===== config.mk =====
export PLATFORM = sky130hd
export DESIGN_NAME = axi2core
export DESIGN_NICKNAME = d
export VERILOG_FILES = /design/src/rtl/axi_bridge_pkg.sv /design/src/rtl/axi_burst_addr_gen.sv /design/src/rtl/axi2core.sv
export SDC_FILE = /design/constraint.sdc
export NUM_CORES = 1
export LEC_CHECK = 0
export BUFFER_PORTS_ARGS = -buffer_cell sky130_fd_sc_hd__buf_2
export CELL_PAD_IN_SITES_DETAIL_PLACEMENT = 1
export CELL_PAD_IN_SITES_GLOBAL_PLACEMENT = 1
export CORE_AREA = 5 5 163 165
export CTS_CLUSTER_DIAMETER = 60
export DETAILED_ROUTE_END_ITERATION = 8
export DIE_AREA = 0 0 168 170
export PLACE_DENSITY = 0.84
export RECOVER_POWER = 100
export SYNTH_ARGS = -nofsm -noshare
export SYNTH_HDL_FRONTEND = slang
export SYNTH_SLANG_ARGS = --single-unit
export TNS_END_PERCENT = 10

===== constraint.sdc =====
create_clock -name clk -period 2.76 [get_ports clk]
set_input_delay 0.276 -clock clk [delete_from_list [all_inputs] [get_ports clk]]
set_output_delay 0.276 -clock clk [all_outputs]
set_load 0.01 [all_outputs]

===== src/rtl/axi_bridge_pkg.sv =====
// axi_bridge_pkg: AXI response/burst constants and bridge FSM state type.
package axi_bridge_pkg;
    localparam logic [1:0] RESP_OKAY   = 2'b00;
    localparam logic [1:0] RESP_EXOKAY = 2'b01;
    localparam logic [1:0] RESP_SLVERR = 2'b10;
    localparam logic [1:0] RESP_DECERR = 2'b11;

    localparam logic [1:0] BURST_FIXED = 2'd0;
    localparam logic [1:0] BURST_INCR  = 2'd1;
    localparam logic [1:0] BURST_WRAP  = 2'd2;

    typedef enum logic [2:0] {
        IDLE, RD_REQ, RD_WAIT, RD_DATA, WR_DATA, WR_REQ, WR_WAIT, WR_RESP
    } state_t;
endpackage


===== src/rtl/axi_burst_addr_gen.sv =====
// axi_burst_addr_gen: holds the current beat address and remaining beat count of a burst.
module axi_burst_addr_gen
    import axi_bridge_pkg::*;
#(
    parameter int ADDR_W = 32
) (
    input  logic              clk,
    input  logic              rst_n,
    input  logic              load,
    input  logic              next,
    input  logic [ADDR_W-1:0] load_addr,
    input  logic [7:0]        load_len,
    input  logic [1:0]        load_burst,
    output logic [ADDR_W-1:0] addr,
    output logic [7:0]        beats_left,
    output logic              last
);
    logic fixed;

    // WRAP is treated like INCR: word-align, then step one word
    always_ff @(posedge clk or negedge rst_n) begin
        if (!rst_n) begin
            addr       <= '0;
            beats_left <= '0;
            fixed      <= 1'b0;
        end else if (load) begin
            addr       <= load_addr;
            beats_left <= load_len;
            fixed      <= load_burst == BURST_FIXED;
        end else if (next) begin
            addr       <= fixed ? addr : {addr[ADDR_W-1:2], 2'b00} + ADDR_W'(4);
            beats_left <= beats_left - 8'd1;
        end
    end

    assign last = beats_left == 8'd0;
endmodule


===== src/rtl/axi2core.sv =====
// axi2core: AXI4 slave that replays each burst beat as one request on a req/gnt/rvalid memory port.
module axi2core
    import axi_bridge_pkg::*;
#(
    parameter int AXI4_ADDRESS_WIDTH = 32,
    parameter int AXI4_ID_WIDTH      = 16,
    parameter int AXI4_USER_WIDTH    = 10
) (
    input  logic                          clk,
    input  logic                          rst_n,
    input  logic [AXI4_ID_WIDTH-1:0]      aw_id_i,
    input  logic [AXI4_ADDRESS_WIDTH-1:0] aw_addr_i,
    input  logic [7:0]                    aw_len_i,
    input  logic [2:0]                    aw_size_i,
    input  logic [1:0]                    aw_burst_i,
    input  logic                          aw_lock_i,
    input  logic [3:0]                    aw_cache_i,
    input  logic [2:0]                    aw_prot_i,
    input  logic [3:0]                    aw_region_i,
    input  logic [AXI4_USER_WIDTH-1:0]    aw_user_i,
    input  logic [3:0]                    aw_qos_i,
    input  logic                          aw_valid_i,
    output logic                          aw_ready_o,
    input  logic [31:0]                   w_data_i,
    input  logic [3:0]                    w_strb_i,
    input  logic                          w_last_i,
    input  logic [AXI4_USER_WIDTH-1:0]    w_user_i,
    input  logic                          w_valid_i,
    output logic                          w_ready_o,
    output logic [AXI4_ID_WIDTH-1:0]      b_id_o,
    output logic [1:0]                    b_resp_o,
    output logic [AXI4_USER_WIDTH-1:0]    b_user_o,
    output logic                          b_valid_o,
    input  logic                          b_ready_i,
    input  logic [AXI4_ID_WIDTH-1:0]      ar_id_i,
    input  logic [AXI4_ADDRESS_WIDTH-1:0] ar_addr_i,
    input  logic [7:0]                    ar_len_i,
    input  logic [2:0]                    ar_size_i,
    input  logic [1:0]                    ar_burst_i,
    input  logic                          ar_lock_i,
    input  logic [3:0]                    ar_cache_i,
    input  logic [2:0]                    ar_prot_i,
    input  logic [3:0]                    ar_region_i,
    input  logic [AXI4_USER_WIDTH-1:0]    ar_user_i,
    input  logic [3:0]                    ar_qos_i,
    input  logic                          ar_valid_i,
    output logic                          ar_ready_o,
    output logic [AXI4_ID_WIDTH-1:0]      r_id_o,
    output logic [31:0]                   r_data_o,
    output logic [1:0]                    r_resp_o,
    output logic                          r_last_o,
    output logic [AXI4_USER_WIDTH-1:0]    r_user_o,
    output logic                          r_valid_o,
    input  logic                          r_ready_i,
    output logic                          mem_req_o,
    input  logic                          mem_gnt_i,
    output logic [AXI4_ADDRESS_WIDTH-1:0] mem_addr_o,
    output logic                          mem_we_o,
    output logic [3:0]                    mem_be_o,
    output logic [31:0]                   mem_wdata_o,
    input  logic                          mem_rvalid_i,
    input  logic [31:0]                   mem_rdata_i
);
    state_t                   state;
    logic                     prio_wr;
    logic [AXI4_ID_WIDTH-1:0] id_q;
    logic [31:0]              rdata_q, wdata_q;
    logic [3:0]               strb_q;
    logic [7:0]               beats_left;
    logic                     last, next;
    logic                     unused_ok;

    // on a tie the channel not served last wins; prio_wr=0 means read goes first
    assign ar_ready_o = state == IDLE && ar_valid_i && !(aw_valid_i && prio_wr);
    assign aw_ready_o = state == IDLE && aw_valid_i && !(ar_valid_i && !prio_wr);
    assign next = (state == RD_DATA && r_ready_i && !last) ||
                  (state == WR_WAIT && mem_rvalid_i && !last);

    axi_burst_addr_gen #(.ADDR_W(AXI4_ADDRESS_WIDTH)) u_addr_gen (
        .clk        (clk),
        .rst_n      (rst_n),
        .load       (ar_ready_o || aw_ready_o),
        .next       (next),
        .load_addr  (ar_ready_o ? ar_addr_i : aw_addr_i),
        .load_len   (ar_ready_o ? ar_len_i : aw_len_i),
        .load_burst (ar_ready_o ? ar_burst_i : aw_burst_i),
        .addr       (mem_addr_o),
        .beats_left (beats_left),
        .last       (last)
    );

    always_ff @(posedge clk or negedge rst_n) begin
        if (!rst_n) begin
            state   <= IDLE;
            prio_wr <= 1'b0;
            id_q    <= '0;
            rdata_q <= '0;
            wdata_q <= '0;
            strb_q  <= '0;
        end else begin
            case (state)
                IDLE:
                    if (ar_ready_o) begin
                        id_q    <= ar_id_i;
                        prio_wr <= 1'b1;
                        state   <= RD_REQ;
                    end else if (aw_ready_o) begin
                        id_q    <= aw_id_i;
                        prio_wr <= 1'b0;
                        state   <= WR_DATA;
                    end
                RD_REQ:  if (mem_gnt_i) state <= RD_WAIT;
                RD_WAIT:
                    if (mem_rvalid_i) begin
                        rdata_q <= mem_rdata_i;
                        state   <= RD_DATA;
                    end
                RD_DATA: if (r_ready_i) state <= last ? IDLE : RD_REQ;
                WR_DATA:
                    if (w_valid_i) begin
                        wdata_q <= w_data_i;
                        strb_q  <= w_strb_i;
                        state   <= WR_REQ;
                    end
                WR_REQ:  if (mem_gnt_i) state <= WR_WAIT;
                WR_WAIT: if (mem_rvalid_i) state <= last ? WR_RESP : WR_DATA;
                WR_RESP: if (b_ready_i) state <= IDLE;
            endcase
        end
    end

    assign mem_req_o   = state == RD_REQ || state == WR_REQ;
    assign mem_we_o    = state == WR_REQ;
    assign mem_be_o    = state == RD_REQ ? 4'hF : state == WR_REQ ? strb_q : 4'h0;
    assign mem_wdata_o = wdata_q;
    assign w_ready_o   = state == WR_DATA;
    assign r_valid_o   = state == RD_DATA;
    assign r_last_o    = state == RD_DATA && last;
    assign r_data_o    = rdata_q;
    assign r_id_o      = id_q;
    assign r_resp_o    = RESP_OKAY;
    assign r_user_o    = '0;
    assign b_valid_o   = state == WR_RESP;
    assign b_id_o      = id_q;
    assign b_resp_o    = RESP_OKAY;
    assign b_user_o    = '0;

    assign unused_ok = ^{aw_size_i, aw_lock_i, aw_cache_i, aw_prot_i, aw_region_i, aw_user_i, aw_qos_i,
                         ar_size_i, ar_lock_i, ar_cache_i, ar_prot_i, ar_region_i, ar_user_i, ar_qos_i,
                         w_last_i, w_user_i};
endmodule


* Word level (Yosys, flattened, before mapping)
Index checks and enable logic that the tools add are counted.
** Cells by class
- Add/subtract/negate cells :: 2
- $mul :: 0
- Div/mod/pow operators :: 0
- $lt $le $gt $ge :: 0
- Equal/unequal tests :: 16
- Shifts and indexed selects :: 0
- Mux-type cells :: 26
- Bitwise logic cells :: 0
- Reductions and logical operators :: 28
** Operator list (count)
- two-way mux 32 bit :: 4
- adder 32 x 3 -> 32 bit, second input constant :: 1
- two-way mux 16 bit :: 2
- two-way mux 3 bit :: 9
- two-way mux 8 bit :: 3
- one-hot mux 3 bit (8 select lines) :: 1
- equality test 3 bit, second input constant :: 4
- logical AND 1 bit :: 11
- inequality test 2 bit, second input constant :: 5
- logical NOT 8 bit :: 1
- two-way mux 4 bit :: 2
- AND reduction 2 bit :: 4
- AND reduction 8 bit :: 1
- subtractor 8 x 1 -> 8 bit, second input constant :: 1
- equality test 3 x 2 -> 1 bit, second input constant :: 2
- inequality test 2 x 1 -> 1 bit, second input constant :: 3
- logical NOT 1 bit :: 4
- two-way mux 2 bit :: 2
- nonzero test 2 bit :: 2
- equality test 3 x 1 -> 1 bit, second input constant :: 1
- logical NOT 3 bit :: 1
- logical OR 1 bit :: 3
- two-way mux 1 bit :: 3
- inequality test 3 bit, second input constant :: 1
- logical NOT 2 bit :: 1
** Word-level totals
- Bits in registers :: 129
- Latch bits :: 0
- RAM bits :: 0
- ROM bits :: 0
- Bits of input ports :: 262
- Output and inout port bits :: 164
- Memories :: 0

* Logic depth before layout (Yosys ltp)
Gate-level depths: netlist of run 1.
- Word-level depth :: 7
- Depth in mapped cells :: 8
- Mapped depth without buffers :: 7

* Modules after synthesis
From an unflattened synthesis of run 1, not the netlist that was laid out.
** Second synthesis, totals
- Cell total of the unflattened synthesis :: 655
- Area total of the unflattened synthesis :: 7139.3 µm²
** By module, submodules not included
- axi2core :: times used 1, cells each 387, area each 4733.3 µm², seq. area each 2202.1 µm²
- axi_burst_addr_gen :: times used 1, cells each 268, area each 2406.1 µm², seq. area each 1026.0 µm²

* Worst setup path before layout of run 1
OpenSTA, ideal clock, no wires.
- Path kind :: reg-to-reg
- Start point :: reg u_addr_gen.beats_left[0]
- End point :: reg u_addr_gen.beats_left[1]
- Arrival time :: 1.979 ns
- Path slack :: 0.656 ns
- Stages on the path, launching flop included :: 8
- Path through :: dfrtp_1 -> inv_1 -> ha_1 -> or3b_2 -> o221ai_4 -> buf_6 -> nand2_4 -> mux2_4
** Between the ends
- Word-level cells in the longest chain between the ends :: 5
- Elaborated cells on any way between the ends :: 9
- Classes of those cells :: 1 x add/sub; 2 x mux; 6 x reduce/logical
** RTL lines
- start: declaration :: RTL line axi_burst_addr_gen.sv:15 : output logic [7:0] beats_left,
- start signal: assignment :: RTL line axi_burst_addr_gen.sv:28 : beats_left <= load_len;
- start signal: assignment :: RTL line axi_burst_addr_gen.sv:32 : beats_left <= beats_left - 8'd1;
- parallel branches: the longest is 5 deep, another holds subtractor 8 x 1 -> 8 bit
Several ways; the timed one is not identified. The select of a mux whose other input is x is not followed.
A chain may end at the register's enable or synchronous reset.

* Worst setup path in the final report of run 1
- Start point :: reg u_addr_gen.beats_left[0]
- End point :: out r_last_o
** Between the ends
- Word-level cells in the longest chain between the ends :: 2
** RTL lines
- logical NOT 8 bit :: RTL line axi_burst_addr_gen.sv:36 : assign last = beats_left == 8'd0;
- logical AND 1 bit :: RTL line axi2core.sv:138 : assign r_last_o = state == RD_DATA && last;
- end: declaration :: RTL line axi2core.sv:51 : output logic r_last_o,
No other way between the ends.

==> results of run 1 <==
==> kinds of logic after synthesis <==
family,count (synthesis)
buf+inv,92
flops,129
fa+ha+maj,2
xor+xnor,17
other cells,1
mux,72
simple gates,231
compound gates,131
==> layout make-up <==
cell class,count,area [um2]
sequential,129,3230
multi-input combinational,477,3120
antenna,1,2.50
clock buffer,21,450
tap,330,413
fill,3065,15900
inverter,13,48.8
clock inverter,11,105
timing repair buffer,353,1640
==> registers in the layout, indices dropped and copies added (netlist names) <==
name / cells
mem_wdata_o: 32
r_data_o: 32
u_addr_gen.addr: 32
b_id_o: 16
u_addr_gen.beats_left: 8
strb_q: 4
state: 3
prio_wr: 1
u_addr_gen.fixed: 1
==> worst max-delay path, cell delays in order, from the launching register on <==
cell     delay (ps)
dfrtp_1         370
inv_1           100
ha_1            200
or3b_2          520
or2_2           350
nor3_2          160
buf_2           180
==> layer usage <==
metal | track usage | part of all wire | vias to the layer above
li1 | - | - | 2985
met1 | 0.194 | 0.37 | 3123
met2 | 0.307 | 0.53 | 248
met3 | 0.0504 | 0.073 | 44
met4 | 0.0483 | 0.023 | 10
met5 | 0 | 0.0020 | -
==> stage by stage <==
step	worst slack (ps)	total power (uW)	util	cell area (um2)
4_1_cts	47.2	10500	0.371	9230
6_report	196	10000	0.362	9010
3_5_place_dp	187	8240	0.348	8650
3_3_place_gp	301	7990	0.348	8650
2_1_floorplan	656	6360	-	6860
5_1_grt	14.3	10800	0.362	9010
==> synthesized netlist by cell type (2+ instances only) <==
| cell type | instances |
|---|---|
| dfrtp_1 | 129 |
| nand3b_1 | 2 |
| buf_1 | 4 |
| ha_1 | 2 |
| nand2b_1 | 5 |
| and3b_1 | 2 |
| nor4_1 | 7 |
| a21oi_1 | 28 |
| clkbuf_1 | 21 |
| buf_2 | 12 |
| buf_4 | 40 |
| nor3_1 | 15 |
| buf_6 | 2 |
| xnor2_1 | 15 |
| mux2i_1 | 3 |
| and3_1 | 22 |
| a21o_1 | 4 |
| mux2_2 | 68 |
| o22a_1 | 2 |
| and2_1 | 3 |
| o221a_2 | 3 |
| or3_1 | 3 |
| a22oi_1 | 12 |
| a211oi_1 | 3 |
| o31a_1 | 2 |
| nand3_1 | 14 |
| o21a_1 | 5 |
| nor4b_1 | 2 |
| inv_1 | 12 |
| nor3b_1 | 2 |
| a32o_1 | 2 |
| or2_2 | 4 |
| a31oi_1 | 25 |
| a22o_1 | 3 |
| o21ai_0 | 20 |
| nor2_1 | 32 |
| o211ai_1 | 3 |
| nand2_1 | 97 |
| a2bb2oi_1 | 4 |
| nand4_1 | 8 |
| xor2_1 | 2 |
| and4_1 | 5 |
| o22ai_1 | 4 |
==> repair_timing <==
| item | in CTS | in global routing |
|---|---|---|
| gates resized for setup | 1 | 2 |
| endpoints found under the setup margin | 1 | 2 |
| hold endpoints to repair | 66 | 0 |
| gates cloned | 0 | 0 |
| hold buffers | 1 | 0 |
| setup buffers | 0 | 0 |
| pin swaps | 0 | 0 |
==> worst max-delay path by stage <==
| stage | slack (ps) | cells after the start | endpoint |
|---|---|---|---|
| floorplan | 660 | 7 | u_addr_gen.beats_left[1] |
| global placement | 300 | 7 | u_addr_gen.addr[21] |
| detailed placement | 190 | 7 | u_addr_gen.addr[21] |
| CTS | 50 | 6 | r_last_o |
| global route | 10 | 6 | r_last_o |
| finish | 200 | 6 | r_last_o |
==> power by group <==
group          total (uW)  internal, uW  switching, uW
Clock                2170          1270            900
Sequential           3660          2830            825
Combinational        4210          1770           2440
Total               10000          5870           4160
==> impl_metrics.json, run 1 <==
{
  "period_needed_ps": 2560,
  "dp_hpwl_mm": 19.3,
  "cts_buffer_depth": 2,
  "synth-async-reset-ratio": 1.00,
  "max_freq_mhz": 390,
  "synth-compound-area-share": 0.132,
  "r2r_start": "u_addr_gen.beats_left[0]",
  "skew_ps": 10.5,
  "synthMuxAreaShare": 0.120,
  "hold_slack_ps": 75.5,
  "netlist_instances": 675,
  "cp.arrival_ps": 2290,
  "io-pin-count": 426,
  "grt_pass1_wl_mm": 38.6,
  "synth_fa_ha_area_frac": 0.00369,
  "drtPass1Iterations": 4,
  "regToRegSetupSlack_ps": 220,
  "cts_htree_levels": 4,
  "synth-simple-area-share": 0.168,
  "ant_nets": 0,
  "rr_worst_depth": 8,
  "timing_worst_setup_path_type": "reg -> out",
  "failed_checks": "max-capacitance violations, max-slew violations",
  "synth_top_area_share": 0.476,
  "rsz0062_at_grt": "false",
  "p_per_area_mw_per_mm2": 1110,
  "synth_top_family_by_area": "simple AND/OR/NAND/NOR gates",
  "r2r_end": "u_addr_gen.addr[15]",
  "holdPathStages": 3,
  "layout_commonest_cell": "buf_2",
  "fin_nets": 1255,
  "port_buffers": 332,
  "min_to": "strb_q[0]",
  "grt_pass1_vias": 7017,
  "total_leakage_power_uw": 0.00400,
  "status": "finished, violations left",
  "synth_seq_cells": 129,
  "place_congestion": 0.830,
  "start_util": 0.272,
  "min-delay-start": "w_strb_i[0]",
  "drtIter0Drc": 271,
  "dieWidth_um": 168,
  "area_growth_pct": 33.0,
  "gr-usage-all-layers": 0.170,
  "max_slew.worst_pin.slew_ps": 1830,
  "hold_class": "in -> reg",
  "std_cell_rows": 58,
  "routed_via_density": 4.80,
  "dominantRegCellSynth": "dfrtp_1",
  "drv_cap": 1,
  "dieArea_mm2": 0.0286,
  "crit_start": "u_addr_gen.beats_left[0]",
  "cp-start-kind": "flip-flop",
  "crit_path_end_kind": "output pin",
  "ys_seq_area_frac": 0.476,
  "cts_tree": "built",
  "layout_common_cells": "buf_2 (194), clkbuf_1 (143), dfrtp_1 (129)",
  "peakVddDrop_uv": 369,
  "antenna_found_initial": 6,
  "drive_gt1_frac": 0.321,
  "die_h_um": 170,
  "hold_violations": 0,
  "syn_area_mm2": 0.00678,
  "numPlacedInstances": 1301,
  "required_ps": 2480,
  "min_period_over_period": 0.929,
  "relSlewSlack": -0.221,
  "grt_overflow": 0,
  "wl_per_cell_um": 18.6,
  "core_mm2": 0.0249,
  "clk-insertion-delay-late_ps": 410,
  "drv_slew": 70,
  "syn_area_per_cell_um2": 10.0,
  "cts_root_buf": "clkbuf_16",
  "yosysTopAreaCell": "dfrtp_1",
  "routed_wl_mm": 24.9,
  "num_vias": 6410,
  "synth_xor_area_frac": 0.0220,
  "yosysUniqueCellTypes": 65,
  "drc": 0,
  "clkTransAtPathRegs_ps": 60,
  "critPathMaxFanout": 4,
  "grt_max_degree": 70,
  "yosysWarnings": 0,
  "cts_made_buffers": 17,
  "synth_edf_count": 0,
  "cts.sinks": 129,
  "synth_area_leaders": "dfrtp_1 (48%), mux2_2 (11%), nand2_1 (5.4%)",
  "instances_no_fill": 1335,
  "tns_ps": 0,
  "setup_viol": 0
}
No activity file was read; power rests on OpenSTA's default activity.
==> run 2: changes to the inputs <==
--- a/config.mk
+++ b/config.mk
@@ -8,13 +8,14 @@
 export BUFFER_PORTS_ARGS = -buffer_cell sky130_fd_sc_hd__buf_2
 export CELL_PAD_IN_SITES_DETAIL_PLACEMENT = 1
 export CELL_PAD_IN_SITES_GLOBAL_PLACEMENT = 1
-export CORE_AREA = 5 5 163 165
+export CORE_AREA = 5 5 160 162
 export CTS_CLUSTER_DIAMETER = 60
 export DETAILED_ROUTE_END_ITERATION = 8
-export DIE_AREA = 0 0 168 170
-export PLACE_DENSITY = 0.84
+export DIE_AREA = 0 0 165 167
+export PLACE_DENSITY = 0.88
 export RECOVER_POWER = 100
 export SYNTH_ARGS = -nofsm -noshare
 export SYNTH_HDL_FRONTEND = slang
+export SYNTH_HIERARCHICAL = 1
 export SYNTH_SLANG_ARGS = --single-unit
 export TNS_END_PERCENT = 10
==> run 2 against run 1 <==
  * Global-route usage is 0.44 points higher
  * Highest routed layer is now met4
  * First-iteration DRC count is 35% higher
  * Worst hold slack better by 11 ps
  * Clock skew is 2.2 ps higher
  * Maximum frequency is 2.1% lower
  * Die area is 3.5% lower
  * Non-clock buffer count is 12 higher
  * Register-to-register slack worse by 80 ps
  * Critical path depth stayed put
  * Total power is 2.9% higher
  * The flow still finishes with violations (max-capacitance violations, max-slew violations)
  * Final cell count is 0.97% lower
==> impl_metrics.json, run 2 <==
{
  "synth_edf_count": 0,
  "p_int_uw": 5930,
  "ant_nets": 0,
  "routed_wl_mm": 25.1,
  "grt_pass1_wl_mm": 37.7,
  "max_freq_mhz": 382,
  "pwr-share-comb": 0.431,
  "die_h_um": 167,
  "grt_overflow": 0,
  "post-synth-top-count-cell": "dfrtp_1",
  "cts_buffer_depth": 2,
  "r2r_start": "state[1]",
  "min_period_over_period": 0.948,
  "clk-insertion-delay-late_ps": 410,
  "period_needed_ps": 2620,
  "setup_viol": 0,
  "crit_start": "state[1]",
  "fin_ws_ps": 142,
  "cp-start-kind": "flip-flop",
  "max_slew.worst_pin.slew_ps": 1820,
  "ys_top_cells_by_count": "dfrtp_1 (129), mux2_2 (63), nand2_1 (48), buf_4 (47), o21ai_0 (45)",
  "cpPeakStageDelay_ps": 760,
  "stdcell_area_mm2": 0.00946,
  "failed_checks": "max-capacitance violations, max-slew violations",
  "yosysWarnings": 6,
  "clkTransAtPathRegs_ps": 70,
  "num_vias": 6392,
  "tns_ps": 0,
  "syn_area_mm2": 0.00714,
  "yosysUniqueCellTypes": 60,
  "layout_common_cells": "buf_2 (192), clkbuf_1 (144), dfrtp_1 (129)",
  "total_leakage_power_uw": 0.00419,
  "cts_made_buffers": 17,
  "drv_slew": 65,
  "peakVddDrop_uv": 390,
  "cts_htree_levels": 4,
  "netlist_instances": 655,
  "p_seq_frac": 0.354,
  "cts.sinks": 129,
  "ys_seq_area_frac": 0.452,
  "timing_worst_setup_path_type": "reg -> reg",
  "hold_class": "in -> reg",
  "critPathMaxFanout": 30,
  "cp.arrival_ps": 2940,
  "drc": 0,
  "pre_cts_ws_ps": -250,
  "synth-async-reset-ratio": 1.00,
  "std_cell_rows": 57,
  "dieArea_mm2": 0.0276,
  "antenna_found_initial": 2,
  "grt_max_degree": 76,
  "start_util": 0.298,
  "routed_via_density": 4.84,
  "yosysTopAreaCell": "dfrtp_1",
  "synth_area_leaders": "dfrtp_1 (45%), mux2_2 (9.9%), mux2_4 (8.2%)",
  "cts_setup_buffers": 0,
  "io-pin-count": 426,
  "cts_root_buf": "clkbuf_16",
  "drtIter0Drc": 366,
  "status": "finished, violations left",
  "p_sw_uw": 4390,
  "dieWidth_um": 165,
  "skew_ps": 12.7,
  "gr-usage-all-layers": 0.174,
  "crit_path_end_kind": "flip-flop",
  "p_clk_frac": 0.215,
  "syn_area_per_cell_um2": 10.9,
  "rsz0062_at_grt": "false",
  "dp_hpwl_mm": 19.7,
  "area_growth_pct": 32.5,
  "port_buffers": 332,
  "cts_tree": "built",
  "drive_gt1_frac": 0.374,
  "swShare": 0.426,
  "drv_cap": 1,
  "core_mm2": 0.0240,
  "dominantRegCellSynth": "dfrtp_1",
  "synth_top_area_share": 0.452,
  "grt_pass1_vias": 6760,
  "relSlewSlack": -0.212,
  "fin_nets": 1249,
  "wl_per_cell_um": 19.0,
  "crit_slowest_cell": "inv_1",
  "min-delay-start": "mem_rdata_i[8]",
  "path_cells": "clkbuf_1 > nor3_4 > and2_0 > inv_1 > nor2_1 > a31oi_1",
  "place_congestion": 0.793,
  "required_ps": 3090,
  "fillers": 2912,
  "layout_commonest_cell": "buf_2",
  "p_per_area_mw_per_mm2": 1090,
  "synth_seq_cells": 129,
  "hold_violations": 0,
  "drtPass1Iterations": 4,
  "total_power_uw": 10300,
  "placed_area_mm2": 0.00905
}
-- run 2: timing repair --
action / in CTS / in global routing
gates cloned: 0 / 0
setup endpoints to repair: 20 / 19
resized for setup: 2 / 8
hold buffers: 1 / 0
pin swaps: 0 / 2
endpoints found under the hold margin: 63 / 0
-- run 2: area by class of cell --
type	count	area [um2]	share of cell area
repair buffers	365	1750	0.185
diodes	1	2.50	0.000264
well taps	324	405	0.0428
clock buffers	18	439	0.0464
flip-flops and latches	129	3230	0.341
inverters	16	60.1	0.00635
multi-input cells	455	3440	0.364
clock inverters	14	138	0.0145
-- run 2: worst paths after layout --
check,cells past startpoint,end,slack [ps]
max reg2reg,6,u_addr_gen/addr[30],140
min in group asynchronous,2,b_id_o[0],880
max in group asynchronous,3,u_addr_gen/addr[29],620
min reg2reg,1,r_data_o[9],490
max,6,u_addr_gen/addr[30],140
min,2,r_data_o[8],90
-- run 2: worst max-delay path, delay by kind of cell, from the launching register on --
kind	cells	cell delay (ps)
AOI/OAI and AO/OA	1	210
buffers and inverters	2	1320
and+or+nand+nor	3	600
DFF	1	400
-- run 2: power groups by stage --
stage | clock (uW) | combinational (uW) | sequential [uW]
2_1_floorplan | 0 | 2530 | 3910
3_3_place_gp | 0 | 4600 | 3570
3_5_place_dp | 0 | 4770 | 3650
4_1_cts | 2290 | 4800 | 3620
5_1_grt | 2400 | 4900 | 3790
6_report | 2220 | 4450 | 3650
-- run 2: cells by family (layout without fill, tap and decap cells) --
kind of cell | Yosys count | after routing | share of synthesized area
flip-flops | 129 | 129 | 0.452
other | 1 | 25 | 0.000525
XOR/XNOR | 18 | 18 | 0.0221
AO/OA/AOI/OAI | 122 | 122 | 0.102
adder cells (fa/ha/maj) | 3 | 3 | 0.00526
multiplexers | 110 | 110 | 0.193
AND/OR/NAND/NOR | 178 | 178 | 0.141
buffers and inverters | 94 | 413 | 0.0836
-- run 2: through the flow --
| stage | hold slack, ps | utilization | std cells |
|---|---|---|---|
| floorplan | -19.6 | - | 678 |
| global placement | 334 | 0.378 | 1288 |
| detailed placement | 331 | 0.378 | 1288 |
| CTS | 59.5 | 0.403 | 1321 |
| global route | 55.1 | 0.395 | 1322 |
| finish | 86.7 | 0.395 | 1322 |
-- run 2: metal layers --
metal	vias up	share of wire	GRT usage
met3	14	0.077	0.0519
met4	0	0.011	0.0409
met1	3146	0.40	0.202
met5	-	0	0
li1	2973	-	-
met2	259	0.51	0.312
